$ cat config.mk
export PLATFORM = sky130hd
export DESIGN_NAME = mm_feeder
export DESIGN_NICKNAME = d
export VERILOG_FILES = /design/src/rtl/mm_feeder.sv
export SDC_FILE = /design/constraint.sdc
export NUM_CORES = 1
export LEC_CHECK = 0
export BUFFER_PORTS_ARGS = -buffer_cell sky130_fd_sc_hd__buf_2
export CAP_MARGIN = 40
export CORE_MARGIN = 10
export CORE_UTILIZATION = 40
export DETAILED_ROUTE_END_ITERATION = 10
export HOLD_SLACK_MARGIN = 0.06
export PLACE_DENSITY = 0.72
export SETUP_SLACK_MARGIN = 0.05
export SYNTH_ARGS = -nofsm -noshare
export SYNTH_HDL_FRONTEND = slang
export SYNTH_SLANG_ARGS = --single-unit
$ cat constraint.sdc
create_clock -name clk -period 3.95 [get_ports clk]
set_clock_uncertainty 0.1 [all_clocks]
set_input_delay 0.395 -clock clk [delete_from_list [all_inputs] [get_ports clk]]
set_output_delay 0.395 -clock clk [all_outputs]
set_load 0.005 [all_outputs]
$ cat src/rtl/mm_feeder.sv
// mm_feeder: reads matrix shapes and elements from the test-pattern SRAMs and
// streams MAT_NUM matrices row-major to MM with col_end/row_end framing.
// Data reads run ahead through a 2-entry buffer so a matrix streams without
// bubbles while busy is low, and fetching stops exactly at the last element.
module mm_feeder #(
  parameter int DW      = 8,
  parameter int AW      = 20,
  parameter int SAW     = 20,
  parameter int MAT_NUM = 3,
  parameter int MAXR    = 15
) (
  input  logic           clk,
  input  logic           rst,
  input  logic           start,
  input  logic [AW-1:0]  data_base,
  input  logic [SAW-1:0] shp_base,
  output logic [SAW-1:0] shp_addr,
  output logic           shp_ren,
  input  logic [3:0]     shp_rdata,
  output logic [AW-1:0]  mem_addr,
  output logic           mem_ren,
  input  logic [DW-1:0]  mem_rdata,
  input  logic           busy,
  output logic [DW-1:0]  in_data,
  output logic           col_end,
  output logic           row_end,
  output logic           in_vld,
  output logic           done,
  output logic [SAW-1:0] shp_next,
  output logic [AW-1:0]  data_next
);

  localparam int MIW = (MAT_NUM > 1) ? $clog2(MAT_NUM) : 1;

  typedef enum logic [2:0] {IDLE, SHP_R, SHP_C, PREF, STREAM, GAP} state_t;

  state_t state, state_nx;

  logic [SAW-1:0] shp_ptr;
  logic [AW-1:0]  data_ptr;
  logic [MIW-1:0] mat_idx;
  logic           mat_last;
  logic           mat_begin;

  logic [3:0]     num_rows;
  logic [3:0]     col_tab [MAXR];
  logic [3:0]     rd_cnt;
  logic [3:0]     wr_cnt;
  logic           shp_pend;

  logic [3:0]     f_row;
  logic [3:0]     f_col;
  logic [3:0]     fetch_width;
  logic           fetch_last;
  logic           fetch_done;
  logic           mem_pend;

  logic [DW-1:0]  buf_q [2];
  logic           buf_rp;
  logic           buf_wp;
  logic [1:0]     buf_cnt;
  logic [1:0]     occ;

  logic [3:0]     col_cnt;
  logic [3:0]     row_cnt;
  logic [3:0]     row_width;
  logic [3:0]     gap_cnt;
  logic           consume;

  // A shape entry of zero still means one row or one column.
  function automatic logic [3:0] clamp1(input logic [3:0] v);
    return (v == 4'd0) ? 4'd1 : v;
  endfunction

  assign mat_last    = (mat_idx == MIW'(MAT_NUM - 1));
  assign row_width   = col_tab[row_cnt];
  assign fetch_width = col_tab[f_row];
  assign fetch_last  = (f_row == num_rows - 4'd1) && (f_col == fetch_width - 4'd1);
  assign occ         = buf_cnt + {1'b0, mem_pend};

  assign in_vld  = (state == STREAM) && (buf_cnt != 2'd0);
  assign consume = in_vld && !busy;
  assign col_end = in_vld && (col_cnt == row_width - 4'd1);
  assign row_end = col_end && (row_cnt == num_rows - 4'd1);
  assign in_data = in_vld ? buf_q[buf_rp] : '0;

  assign shp_addr  = shp_ren ? shp_ptr : '0;
  assign mem_addr  = mem_ren ? data_ptr : '0;
  assign shp_next  = shp_ptr;
  assign data_next = data_ptr;

  // State register.
  always_ff @(posedge clk or negedge rst) begin
    if (!rst) state <= IDLE;
    else      state <= state_nx;
  end

  // Next state plus read enables, done pulse and per-matrix restart strobe.
  always_comb begin
    state_nx  = state;
    shp_ren   = 1'b0;
    mem_ren   = 1'b0;
    done      = 1'b0;
    mat_begin = 1'b0;
    case (state)
      IDLE: begin
        if (start) begin
          state_nx  = SHP_R;
          mat_begin = 1'b1;
        end
      end
      SHP_R: begin
        shp_ren = !shp_pend;
        if (shp_pend) state_nx = SHP_C;
      end
      SHP_C: begin
        shp_ren = (rd_cnt < num_rows);
        if (shp_pend && (wr_cnt == num_rows - 4'd1)) state_nx = PREF;
      end
      PREF: begin
        mem_ren = !fetch_done && (occ < 2'd2);
        if ((buf_cnt == 2'd2) || (fetch_done && !mem_pend && (buf_cnt != 2'd0)))
          state_nx = STREAM;
      end
      STREAM: begin
        mem_ren = !fetch_done && ((occ < 2'd2) || ((occ == 2'd2) && consume));
        if (consume && row_end) state_nx = GAP;
      end
      GAP: begin
        if (mat_last) begin
          done     = 1'b1;
          state_nx = IDLE;
        end else if (gap_cnt == num_rows - 4'd1) begin
          state_nx  = SHP_R;
          mat_begin = 1'b1;
        end
      end
      default: state_nx = IDLE;
    endcase
  end

  // Memory pointers and matrix index; bases are captured only on an accepted start.
  always_ff @(posedge clk or negedge rst) begin
    if (!rst) begin
      shp_ptr  <= '0;
      data_ptr <= '0;
      mat_idx  <= '0;
    end else if ((state == IDLE) && start) begin
      shp_ptr  <= shp_base;
      data_ptr <= data_base;
      mat_idx  <= '0;
    end else begin
      if (shp_ren)   shp_ptr  <= shp_ptr + 1'b1;
      if (mem_ren)   data_ptr <= data_ptr + 1'b1;
      if (mat_begin) mat_idx  <= mat_idx + 1'b1;
    end
  end

  // Shape loader: row count first, then one column count per row into col_tab.
  always_ff @(posedge clk or negedge rst) begin
    if (!rst) begin
      shp_pend <= 1'b0;
      num_rows <= '0;
      rd_cnt   <= '0;
      wr_cnt   <= '0;
      for (int i = 0; i < MAXR; i++) col_tab[i] <= '0;
    end else begin
      shp_pend <= shp_ren;
      if (mat_begin) begin
        rd_cnt <= '0;
        wr_cnt <= '0;
      end else begin
        if ((state == SHP_R) && shp_pend) num_rows <= clamp1(shp_rdata);
        if ((state == SHP_C) && shp_ren) rd_cnt <= rd_cnt + 4'd1;
        if ((state == SHP_C) && shp_pend) begin
          col_tab[wr_cnt] <= clamp1(shp_rdata);
          wr_cnt          <= wr_cnt + 4'd1;
        end
      end
    end
  end

  // Fetch position tracks which element the next data read belongs to.
  always_ff @(posedge clk or negedge rst) begin
    if (!rst) begin
      f_row      <= '0;
      f_col      <= '0;
      fetch_done <= 1'b0;
      mem_pend   <= 1'b0;
    end else begin
      mem_pend <= mem_ren;
      if (mat_begin) begin
        f_row      <= '0;
        f_col      <= '0;
        fetch_done <= 1'b0;
      end else if (mem_ren) begin
        if (fetch_last) begin
          fetch_done <= 1'b1;
        end else if (f_col == fetch_width - 4'd1) begin
          f_col <= '0;
          f_row <= f_row + 4'd1;
        end else begin
          f_col <= f_col + 4'd1;
        end
      end
    end
  end

  // Two-entry prefetch buffer: filled the cycle after a read, drained on consumption.
  always_ff @(posedge clk or negedge rst) begin
    if (!rst) begin
      buf_q[0] <= '0;
      buf_q[1] <= '0;
      buf_rp   <= 1'b0;
      buf_wp   <= 1'b0;
      buf_cnt  <= '0;
    end else begin
      if (mem_pend) begin
        buf_q[buf_wp] <= mem_rdata;
        buf_wp        <= ~buf_wp;
      end
      if (consume) buf_rp <= ~buf_rp;
      buf_cnt <= buf_cnt + {1'b0, mem_pend} - {1'b0, consume};
    end
  end

  // Consumption counters drive framing; the gap counter paces inter-matrix spacing.
  always_ff @(posedge clk or negedge rst) begin
    if (!rst) begin
      col_cnt <= '0;
      row_cnt <= '0;
      gap_cnt <= '0;
    end else begin
      gap_cnt <= (state == GAP) ? gap_cnt + 4'd1 : 4'd0;
      if (mat_begin) begin
        col_cnt <= '0;
        row_cnt <= '0;
      end else if (consume) begin
        if (col_end) begin
          col_cnt <= '0;
          if (!row_end) row_cnt <= row_cnt + 4'd1;
        end else begin
          col_cnt <= col_cnt + 4'd1;
        end
      end
    end
  end

endmodule

==> metrics.csv <==
metric,value,unit
status,finished with violations,
violations,negative setup slack,
wirelength,25300,µm
endpoint_kind,output port,
root_buffer,clkbuf_16,
hold_viol,0,
vias,7597,
rows,55,
synth_cells,899,
grt_overflow,0,
drc,0,
final-setup-viol-count,1,
ys_warn_count,0,
fp.coreArea,22600,µm²
min_path_type,input pin to flop,
cp_slowest_cell,mux4_2,
grt_max_degree,57,
synth_flop_cell,dfrtp_1,
first_iter_violations,699,
crit_path_max_incr_delay,0.51,ns
synthToLayoutAreaGrowth,22.3,%
h-tree-depth,4,
cp.depth,12,
powerDensity,676,nW/µm²
drt_first_pass_iters,5,
numClockSinks,160,
grt_pass1_vias,7365,
nNetsFinal,1145,
rsz0062_at_grt,yes,
hold_ws,0.0722,ns
die_h,172,µm
async_flop_share,100,%
synth_nets,976,
vdd_drop_max,0.000275,V
synth-seq-cells,160,
gp_congestion,0.870,
power,0.00763,W
slew_viol_final,0,
clock_path_buffers,2,
routedWlPerCell,18.5,µm
worst_pin_slew,0.760,ns
crit_chain,"buf_6, mux4_2, a22o_4, a31oi_4, ha_4, xnor2_2, o21a_1, buf_4, o2111ai_2, o32a_1, nor4_4, buf_2",
clk_latency,0.44,ns
die_x,172,µm
place_hpwl,18200,µm
path_clk_slew,0.07,ns
min_delay_path_depth,3,
cp_top_family,compound AO/OA/AOI/OAI gates,
groute.usage.overall,16.6,%
required,3.45,ns
ys_seq_area_share,43.4,%
r2r_cells,12,
start_util,40.7,%
viasPerCell,5.55,
drtAntennaViolNets,0,
fin_cells,1369,
fmax,252,MHz
drv_cap,0,
nFillCells,1972,
synth_edf_count,0,
final_layout_size_suffix_gt1_share,30.6,%
cts_tree,built,
post-place-cells,1306,
fin_ws,-0.0236,ns
worstSetupStartpointType,flop,
synth.cell_area,9220,µm²
slew_headroom,49.2,%
portBuffers,149,
die_area,29500,µm²
fin_crit,3.97,ns
cts_buffers,17,
critPathBufInv,3,
leakagePower,5.00,nW
num_io_pins,150,
synth.avg_cell_area,10.3,µm²
antenna_found_initial,0,
regArea,4010,µm²
crit_arrival,3.48,ns
grt_pass1_wl,39600,µm
multi_input_area,5030,µm²
crit_type,flop to output port,
fin_crit_sh,101,%
yosys.cell_types.count,66,
cp_max_fo,6,
## per-stage QoR
stage | setup TNS [ns] | cell area (µm²) | worst slack [ns] | utilization [%]
2_1_floorplan | 0 | 9220 | 0.430 | -
3_3_place_gp | 0 | 10300 | 0.192 | 45.4
3_5_place_dp | 0 | 10300 | 0.179 | 45.6
4_1_cts | 0 | 11100 | 0.0278 | 49.0
5_1_grt | -0.121 | 11300 | -0.121 | 49.8
6_report | -0.0236 | 11300 | -0.0236 | 49.8
## worst reg2reg max path, delay by kind of cell (launching register included)
| kind | cells | cell delay [ns] |
|---|---|---|
| multiplexers | 2 | 0.50 |
| XOR/XNOR | 1 | 0.14 |
| adder cells (fa/ha/maj) | 1 | 0.24 |
| flip-flops | 1 | 0.66 |
| buffers and inverters | 1 | 0.28 |
| AO/OA/AOI/OAI | 4 | 0.66 |
| AND/OR/NAND/NOR | 3 | 0.97 |
## sequential cells by signal, summed over array words and instances, names as in the netlist, 3 cells and up
register,cells
buf_q,16
col_cnt,4
col_tab,60
data_next,20
f_col,4
f_row,4
gap_cnt,4
num_rows,4
rd_cnt,4
row_cnt,4
shp_next,20
state,3
wr_cnt,4
## per-layer routing
| layer | share of wire (%) | track usage [%] | vias up |
|---|---|---|---|
| met3 | 4.5 | 3.28 | 44 |
| li1 | - | - | 3570 |
| met4 | 2.3 | 6.30 | 0 |
| met5 | 0 | 0 | - |
| met2 | 51 | 27.5 | 238 |
| met1 | 42 | 21.2 | 3745 |
## synth_stat cells (all sizes together) (9+ instances only)
cell type / count / area (µm²)
a211oi: 16 / 120
a21oi: 18 / 93.8
and2: 40 / 250
and3: 11 / 68.8
buf: 15 / 90.1
clkbuf: 34 / 128
dfrtp: 160 / 4000
ha: 21 / 263
inv: 31 / 116
mux2: 65 / 736
mux2i: 25 / 250
mux4: 23 / 537
nand2: 84 / 315
nand2b: 9 / 56.3
nand3: 32 / 160
nand4: 11 / 68.8
nor2: 78 / 293
nor2b: 11 / 68.8
nor3: 19 / 95.1
o21ai: 51 / 255
xnor2: 25 / 219
xor2: 30 / 263
## path summary, 6_finish.rpt
kind	start	to	slack, ns
worst max-delay path	row_cnt[0]	row_end	-0.02
worst min-delay path	shp_base[2]	shp_next[2]	0.07
worst max register to register	f_row[1]	f_row[2]	0.33
worst min register to register	buf_wp	buf_wp	0.39
max in group asynchronous	rst	row_cnt[1]	2.68
min in group asynchronous	rst	col_tab[35]	0.39
## where the power goes
part / switching, W / total [W] / internal [W]
sequential: 0.000591 / 0.00273 / 0.00214
combinational: 0.00174 / 0.00330 / 0.00157
clock: 0.000751 / 0.00159 / 0.000841
## cell type report
cell class / instances / share of cell area (%)
multi-input combinational: 659 / 44.6
sequential: 160 / 35.5
timing repair buffer: 198 / 10.5
clock buffer: 18 / 3.80
tap: 285 / 3.16
clock inverter: 14 / 1.26
inverter: 31 / 1.06
timing repair inverter: 1 / 0.0665
antenna: 3 / 0.0665
## kinds of logic after synthesis
family          share of synthesized area, %
compound gates                          10.6
xor+xnor                                5.47
fa+ha+maj                               2.85
buf+inv                                 3.62
flops                                   43.4
mux                                     16.5
simple gates                            17.6
## cells in the final DEF, fill, tap and decap left out, types with 5 or more instances in the layout
cell,netlist,layout
a21oi_1,17,17
nand2_1,84,84
or3_1,5,5
and3_1,11,11
mux4_2,18,18
inv_8,0,7
mux2_2,64,64
nor3_1,19,17
nor2b_1,11,11
o21ai_0,51,51
dfrtp_1,160,159
a311oi_1,8,8
buf_2,6,148
nand3_1,32,32
xor2_1,30,30
nor2_1,78,76
nand3b_1,7,7
clkinvlp_4,0,6
nand2b_1,9,8
ha_1,21,20
buf_4,1,34
dlygate4sd3_1,0,11
mux2i_1,25,24
xnor2_1,25,23
inv_1,31,30
nand4_1,11,11
mux4_1,5,5
and2_1,39,39
clkbuf_16,0,17
a211oi_1,16,15
## repair_timing
item / CTS / global route
cloned: 0 / 1
pin swaps: 4 / 11
gates resized for setup: 4 / 22
endpoints found under the setup margin: 1 / 19
hold endpoints to repair: 60 / 0
hold buffers: 11 / 0
buffers inserted: 9 / 7
No activity file was read; power rests on OpenSTA's default activity.
